$ cat config.mk
export PLATFORM = sky130hd
export DESIGN_NAME = tone_sequencer
export DESIGN_NICKNAME = d
export VERILOG_FILES = /design/src/rtl/tone_sequencer.sv
export SDC_FILE = /design/constraint.sdc
export NUM_CORES = 1
export LEC_CHECK = 0
export BUFFER_PORTS_ARGS = -buffer_cell sky130_fd_sc_hd__buf_2
export CORE_ASPECT_RATIO = 2
export CORE_MARGIN = 1.5
export CORE_UTILIZATION = 61
export CTS_CLUSTER_DIAMETER = 50
export DETAILED_ROUTE_END_ITERATION = 8
export PLACE_DENSITY = 0.86
export SYNTH_ARGS = -nofsm -noshare
export SYNTH_HDL_FRONTEND = slang
export SYNTH_SLANG_ARGS = --single-unit
export TNS_END_PERCENT = 5
$ cat constraint.sdc
create_clock -name clock -period 3.4 [get_ports clock]
set_input_delay 0.68 -clock clock [delete_from_list [all_inputs] [get_ports clock]]
set_output_delay 0.68 -clock clock [all_outputs]
set_load 0.03 [all_outputs]
$ cat src/rtl/tone_sequencer.sv
// Note memory and playback engine: records switch tones on write, replays them while read is held.
// Define TONE_SEQ_GAP_EN to insert GAP_TICKS of silence between consecutive notes.
module tone_sequencer #(
  parameter int DEPTH      = 16,
  parameter int ADDR_W     = 4,
  parameter int NOTE_TICKS = 25_000_000,
  parameter int GAP_TICKS  = 2_500_000
) (
  input  logic              clock,
  input  logic              reset,
  input  logic              clear,
  input  logic              write,
  input  logic              read,
  input  logic [7:0]        swTones,
  output logic [7:0]        tone_out,
  output logic              finish,
  output logic [ADDR_W:0]   count,
  output logic              full
);

  localparam int TMAX = (NOTE_TICKS > GAP_TICKS) ? NOTE_TICKS : GAP_TICKS;
  localparam int TW   = (TMAX > 1) ? $clog2(TMAX) : 1;
  localparam logic [TW-1:0]   NOTE_LAST = TW'(NOTE_TICKS - 1);
`ifdef TONE_SEQ_GAP_EN
  localparam logic [TW-1:0]   GAP_LAST  = TW'(GAP_TICKS - 1);
`endif
  localparam logic [ADDR_W:0] DEPTH_C   = (ADDR_W + 1)'(DEPTH);
  localparam logic [ADDR_W:0] ONE_C     = (ADDR_W + 1)'(1);

  typedef enum logic [1:0] {
    S_IDLE,
    S_PLAY,
`ifdef TONE_SEQ_GAP_EN
    S_GAP,
`endif
    S_DONE
  } state_t;

  state_t              state_q, state_d;
  logic [ADDR_W-1:0]   rd_q, rd_d;
  logic [TW-1:0]       tick_q, tick_d;
  logic [ADDR_W:0]     count_q, count_d;
  logic                finish_q, finish_d;
  logic [7:0]          mem_q [DEPTH];
  logic                wr_en;
  logic                last_note;

  assign full      = (count_q == DEPTH_C);
  assign count     = count_q;
  assign finish    = finish_q;
  assign wr_en     = write && !clear && !full && (state_q == S_IDLE);
  assign last_note = ({1'b0, rd_q} == (count_q - ONE_C));

  always_ff @(posedge clock) begin
    if (reset) begin
      state_q  <= S_IDLE;
      rd_q     <= '0;
      tick_q   <= '0;
      count_q  <= '0;
      finish_q <= 1'b0;
    end else begin
      state_q  <= state_d;
      rd_q     <= rd_d;
      tick_q   <= tick_d;
      count_q  <= count_d;
      finish_q <= finish_d;
    end
  end

  always_ff @(posedge clock) begin
    if (!reset && wr_en) mem_q[count_q[ADDR_W-1:0]] <= swTones;
  end

  // Empty check uses the post-clear/post-write count so rd_addr never passes count-1.
  always_comb begin
    count_d = count_q;
    if (state_q == S_IDLE) begin
      if (clear)      count_d = '0;
      else if (wr_en) count_d = count_q + ONE_C;
    end
  end

  always_comb begin
    state_d = state_q;
    rd_d    = rd_q;
    tick_d  = tick_q;
    case (state_q)
      S_IDLE: begin
        if (read) begin
          state_d = (count_d == '0) ? S_DONE : S_PLAY;
          rd_d    = '0;
          tick_d  = '0;
        end
      end
      S_PLAY: begin
        if (!read) begin
          state_d = S_IDLE;
        end else if (tick_q == NOTE_LAST) begin
          if (last_note) begin
            state_d = S_DONE;
          end else begin
            tick_d = '0;
`ifdef TONE_SEQ_GAP_EN
            state_d = S_GAP;
`else
            rd_d = rd_q + 1'b1;
`endif
          end
        end else begin
          tick_d = tick_q + 1'b1;
        end
      end
`ifdef TONE_SEQ_GAP_EN
      S_GAP: begin
        if (!read) begin
          state_d = S_IDLE;
        end else if (tick_q == GAP_LAST) begin
          state_d = S_PLAY;
          rd_d    = rd_q + 1'b1;
          tick_d  = '0;
        end else begin
          tick_d = tick_q + 1'b1;
        end
      end
`endif
      S_DONE: begin
        if (!read) state_d = S_IDLE;
      end
      default: state_d = S_IDLE;
    endcase
  end

  always_comb begin
    finish_d = (state_d == S_DONE) && (state_q != S_DONE);
    case (state_q)
      S_IDLE:  tone_out = swTones;
      S_PLAY:  tone_out = mem_q[rd_q];
      default: tone_out = '0;
    endcase
  end

endmodule

* Yosys cells after proc, flatten, opt, wreduce, memory -nomap -nowiden
Memory sizes are Yosys's and may differ from the RTL's. A register that Yosys moved wholly into a read port is not among the register bits.
Cells that the tools add are included.
** Storage, ports and cells
- Flip-flop bits (word level) :: 37
- RAM bits :: 128
- Input port bits :: 13
- Output and inout bits :: 15
- Word-level logic and storage cells :: 60
- Memories :: 1
** Memory list
- mem_q :: depth 16, bits a word 8, rd ports 1, clocked after memory_dff 1, write ports 1, line 44 : logic [7:0] mem_q [DEPTH];
** Operators by class
- $add $sub $neg :: 4
- Eq/ne operators :: 12
- Multiplexer cells :: 25
- Reductions and logical operators :: 13
** Operator list (count)
- $mux W25 :: 4
- $pmux W25 S2 :: 1
- $add A25 B1 Y25 const B :: 1
- $eq A25 B25 Y1 const B :: 1
- $mux W4 :: 6
- $pmux W8 S2 :: 1
- $mux W5 :: 3
- $mux W2 :: 6
- $ne A2 B2 Y1 const B :: 5
- $pmux W4 S2 :: 1
- $pmux W2 S3 :: 1
- $add A5 B1 Y5 const B :: 1
- $eq A4 B5 Y1 :: 1
- $eq A5 B5 Y1 const B :: 1
- $logic_and A1 B1 Y1 :: 5
- $logic_not A5 Y1 :: 1
- $reduce_and A5 Y1 :: 1
- $sub A5 B1 Y5 const B :: 1
- $add A4 B1 Y4 const B :: 1
- $eq A2 B2 Y1 const B :: 2
- $reduce_and A4 Y1 :: 1
- $logic_not A1 Y1 :: 3
- $ne A3 B3 Y1 const B :: 1
- $eq A2 B1 Y1 const B :: 1
- 3 further kinds :: 4

* Depth between registers and ports, before layout
- Word-level depth :: 13
- Gate-level depth with buffers :: 11
- Mapped depth without buffers :: 8

* Worst setup path before layout
No wires, ideal clock.
- Kind :: register to register
- From :: register count_q[0], in the netlist count[0]
- To :: memory mem_q[2][0], enable pin
- Library setup time :: 0.383 ns
- Data arrival time :: 2.644 ns
- Required time :: 3.017 ns
- Path slack :: 0.372 ns
- Stages on the path, launching flop included :: 8
- Buffers on the path :: 1
- Clock period less this slack :: 3.028 ns
- Cells stage by stage :: dfxtp_1 inv_1 ha_1 nor4bb_1 clkbuf_1 nor3_1 nand2_1 nor3_1
** On the way
- Word-level cells in the longest chain between the ends :: 7
** RTL lines
- start, declared :: line 42 : logic [ADDR_W:0] count_q, count_d;
- start signal, assigned :: line 65 : count_q <= count_d;
- $eq A5 B5 Y1 :: line 48 : assign full = (count_q == DEPTH_C);
- via full :: line 18 : output logic full
- $logic_not A1 Y1 :: line 51 : assign wr_en = write && !clear && !full && (state_q == S_IDLE);
- $logic_and A1 B1 Y1 (2 in a row) :: line 51
- $logic_and A1 B1 Y1 :: line 71 : if (!reset && wr_en) mem_q[count_q[ADDR_W-1:0]] <= swTones;
- $mux W1 :: line 71
- $mux W1 (implied by the code) :: line 71
- end, declared :: line 44
The timed path passes the listed nets, and every way through them passes these cells.

==> run summary <==
====================================================================================
Result of the run                                                       finished, final reports clean
Skew final                                                               0.008126 ns
Leftover overflow at the end of global routing                                     0
Starting density of the core                                                  62.08%
Fillers                                                                          766
Final critical-path share of the clock period                                 96.68%
Horizontal die dimension                                                    79.93 µm
Fin. Hold Viols                                                                    0
Count of state elements after synthesis                                          169
Total power per unit cell area                                          536.2 mW/mm²
Area growth syn-to-layout                                                     13.76%
Fraction of layout instances using a drive strength above 1                   24.77%
Number of unique standard cell types used by synthesis                            54
Total detailed-routing wirelength                                          16,580 µm
Antenna violation net count after detailed routing                                 0
Total number of H-tree levels                                                      4
Number of setup violations in the final report                                     0
Placed cell area                                                        0.007600 mm²
Total power                                                               0.004405 W
Layer with the highest usage                                                    met2
Async set-reset flop share out of synthesis                                       0%
Required time of the worst setup path                                        2.72 ns
Met2 Resource Use GR                                                          56.06%
Clock root buffer master                                                sky130_fd_sc_hd__clkbuf_16
I/O Buffers                                                                       27
Relative slew slack                                                           50.74%
Number of placed I/O pins                                                         28
Pre-antenna DRT Iters                                                              5
TritonCTS clock tree                                                             yes
Clock latency at the later pin of the worst-skew pair                        0.42 ns
Synthesized instance count                                                       483
Syn Nets                                                                         502
Average cell area after synthesis                                          14.95 µm²
Post-synthesis instance area                                            0.007221 mm²
Number of standard-cell rows in the floorplan                                     56
Final slew viol count                                                              0
Max clock buf depth                                                                2
Number of antenna violations at the first check in global routing                  1
Total CTS buffers                                                                 17
Weighted congestion at the end of routability-driven global placement         0.8599
Final core utilization                                                        70.62%
Critical Path Start Type                                                   flip-flop
Via count normalized by instance count                                         6.511
HP Class                                                                flip-flop to flip-flop
Worst vdd rail ir drop                                                   0.0005030 V
Detail Placement HPWL                                                      10,960 µm
Ys flop type                                                            sky130_fd_sc_hd__edfxtp_1
Met3 GRT Util                                                                 4.956%
Iteration-0 DRC count of the detailed router                                     295
Vias in the first global route                                                 4,703
Clock period minus worst slack                                              3.287 ns
Number of enable flip-flop cells after synthesis                                 128
Data arrival time at the worst-slack endpoint                                2.61 ns
Drc violations                                                                     0
Die area                                                                 0.01254 mm²
Unrepaired setup endpoints after global routing                                   no
Worst-case hold slack                                                      0.5098 ns
Critical path capture point type                                        primary output
Hold-fix buffers, CTS                                                              0
Setup Crit Path Kind                                                    flip-flop to primary output
Worst-margin pin slew                                                      0.7363 ns
Max Fclk                                                                   304.2 MHz
Hold path startpoint                                                      tick_q[16]
Final std cell area, no fill                                            0.008214 mm²
Final-layout setup total negative slack                                         0 ns
Count of vias placed by the detailed router                                    4,447
Reg2Reg Launch Point                                                        count[0]
Leak pwr                                                                    2.712 nW
Buffers inserted by post-CTS timing repair                                         0
Number of warnings reported in the yosys synthesis log                             0
Clock transition at path regs                                                0.07 ns
Met1 usage                                                                    28.66%
Core box area                                                            0.01163 mm²
Sink Count                                                                       169
GR Util All Layers                                                            28.95%
Critical-path maximum fanout                                                       9
Max-cap viol count                                                                 0
Die span in y                                                               156.9 µm
Detail-routed net length per standard cell                                  24.28 µm
Proportion of synthesized chip area in sequential cells                       64.60%
Pin count of the biggest net entering global routing                              33
Final #Nets                                                                      543
Global-route wire length before repair                                     25,710 µm
====================================================================================
-- worst paths after layout --
check             slack, ns           end  cells past startpoint
hold reg to reg        0.51    tick_q[16]                      2
setup reg to reg       0.44  mem_q[14][4]                      7
hold / removal         0.51    tick_q[16]                      2
setup / recovery       0.11   tone_out[3]                      6
-- registers in the layout, summed over array words and instances (netlist names), named ones only --
| signal | count |
|---|---|
| count | 5 |
| finish | 1 |
| mem_q | 128 |
| rd_q | 4 |
| state_q | 2 |
| tick_q | 25 |
-- kinds of logic after synthesis --
kind of cell | count (synthesis) | synth area share (%)
XOR/XNOR | 21 | 2.738
AND/OR/NAND/NOR | 159 | 11.25
adder cells (fa/ha/maj) | 6 | 1.040
buffers and inverters | 34 | 2.027
AO/OA/AOI/OAI | 43 | 4.349
flip-flops | 169 | 64.60
multiplexers | 51 | 14.00
-- cell usage after synthesis, types with 2 or more instances --
| cell type | count | area [µm²] |
|---|---|---|
| sky130_fd_sc_hd__nor3_1 | 18 | 90.09 |
| sky130_fd_sc_hd__nor2_1 | 57 | 214.0 |
| sky130_fd_sc_hd__mux4_2 | 40 | 900.9 |
| sky130_fd_sc_hd__nor4_1 | 9 | 56.30 |
| sky130_fd_sc_hd__nand2b_1 | 5 | 31.28 |
| sky130_fd_sc_hd__dfxtp_1 | 41 | 820.8 |
| sky130_fd_sc_hd__a21oi_1 | 5 | 25.02 |
| sky130_fd_sc_hd__xnor2_1 | 15 | 131.4 |
| sky130_fd_sc_hd__or3_1 | 2 | 12.51 |
| sky130_fd_sc_hd__and2_1 | 7 | 43.79 |
| sky130_fd_sc_hd__or4_1 | 4 | 30.03 |
| sky130_fd_sc_hd__a41o_1 | 2 | 20.02 |
| sky130_fd_sc_hd__nand4_1 | 6 | 37.54 |
| sky130_fd_sc_hd__a31oi_1 | 3 | 18.77 |
| sky130_fd_sc_hd__and3_1 | 6 | 37.54 |
| sky130_fd_sc_hd__nand3_1 | 11 | 55.05 |
| sky130_fd_sc_hd__a31o_2 | 5 | 43.79 |
| sky130_fd_sc_hd__clkbuf_1 | 17 | 63.81 |
| sky130_fd_sc_hd__buf_2 | 8 | 40.04 |
| sky130_fd_sc_hd__inv_1 | 6 | 22.52 |
| sky130_fd_sc_hd__nor4bb_1 | 2 | 20.02 |
| sky130_fd_sc_hd__xor2_1 | 5 | 43.79 |
| sky130_fd_sc_hd__nor4b_1 | 3 | 26.28 |
| sky130_fd_sc_hd__o21ai_0 | 9 | 45.04 |
| sky130_fd_sc_hd__a32o_1 | 2 | 20.02 |
| sky130_fd_sc_hd__o211ai_1 | 2 | 15.01 |
| sky130_fd_sc_hd__and4b_1 | 2 | 20.02 |
| sky130_fd_sc_hd__edfxtp_1 | 128 | 3844 |
| sky130_fd_sc_hd__mux2i_1 | 11 | 110.1 |
| sky130_fd_sc_hd__a211oi_1 | 3 | 22.52 |
| sky130_fd_sc_hd__nand2_1 | 21 | 78.83 |
| sky130_fd_sc_hd__ha_1 | 6 | 75.07 |
-- layer usage --
layer / wire length [µm] / vias to the layer above
li1: - / 1968
met1: 5332 / 2269
met2: 10000 / 158
met3: 571 / 52
met4: 672 / 0
met5: 0 / -
-- cell type report --
cell class,count,area (µm²),area share (%)
well taps,145,181.4,2.209
clock inverters,15,173.9,2.117
repair buffers,50,320.3,3.899
inverters,6,22.52,0.2742
flip-flops and latches,169,4668,56.83
clock buffers,17,425.4,5.179
diodes,1,2.502,0.03046
multi-input cells,280,2420,29.46
-- report_power, final --
part	total, W	leakage [nW]	internal, W	switching, W
clock	0.00194	0.296	0.00116	0.000780
sequential	0.00224	1.48	0.00223	0.0000136
combinational	0.000228	0.934	0.0000911	0.000136
total	0.00440	2.71	0.00347	0.000930
-- critical path, stage by stage, from the launching register on --
cell	delay [ns]
sky130_fd_sc_hd__dfxtp_4	0.47
sky130_fd_sc_hd__buf_4	0.28
sky130_fd_sc_hd__mux4_2	0.55
sky130_fd_sc_hd__mux4_2	0.48
sky130_fd_sc_hd__mux2i_1	0.16
sky130_fd_sc_hd__nor2_1	0.05
sky130_fd_sc_hd__buf_2	0.17
-- timing repair --
action	in CTS	in global routing
gates resized for setup	1	2
setup endpoints to repair	6	22
hold endpoints to repair	0	0
cloned	0	0
-- cells in the final DEF, fill, tap and decap left out, types with 15 or more instances in the layout --
cell / instances
sky130_fd_sc_hd__mux4_2: 40
sky130_fd_sc_hd__edfxtp_1: 128
sky130_fd_sc_hd__nand2_1: 21
sky130_fd_sc_hd__buf_2: 27
sky130_fd_sc_hd__dfxtp_1: 40
sky130_fd_sc_hd__nor3_1: 18
sky130_fd_sc_hd__buf_4: 22
sky130_fd_sc_hd__nor2_1: 57
sky130_fd_sc_hd__clkbuf_16: 17
sky130_fd_sc_hd__xnor2_1: 15
-- stage by stage --
stage	instances	worst slack, ns
final	683	0.1129
after global routing	683	0.01810
after CTS	682	0.06714
after detailed placement	650	0.2839
after global placement	650	0.4682
after floorplan	483	0.3721
No activity file was read; power rests on OpenSTA's default activity.
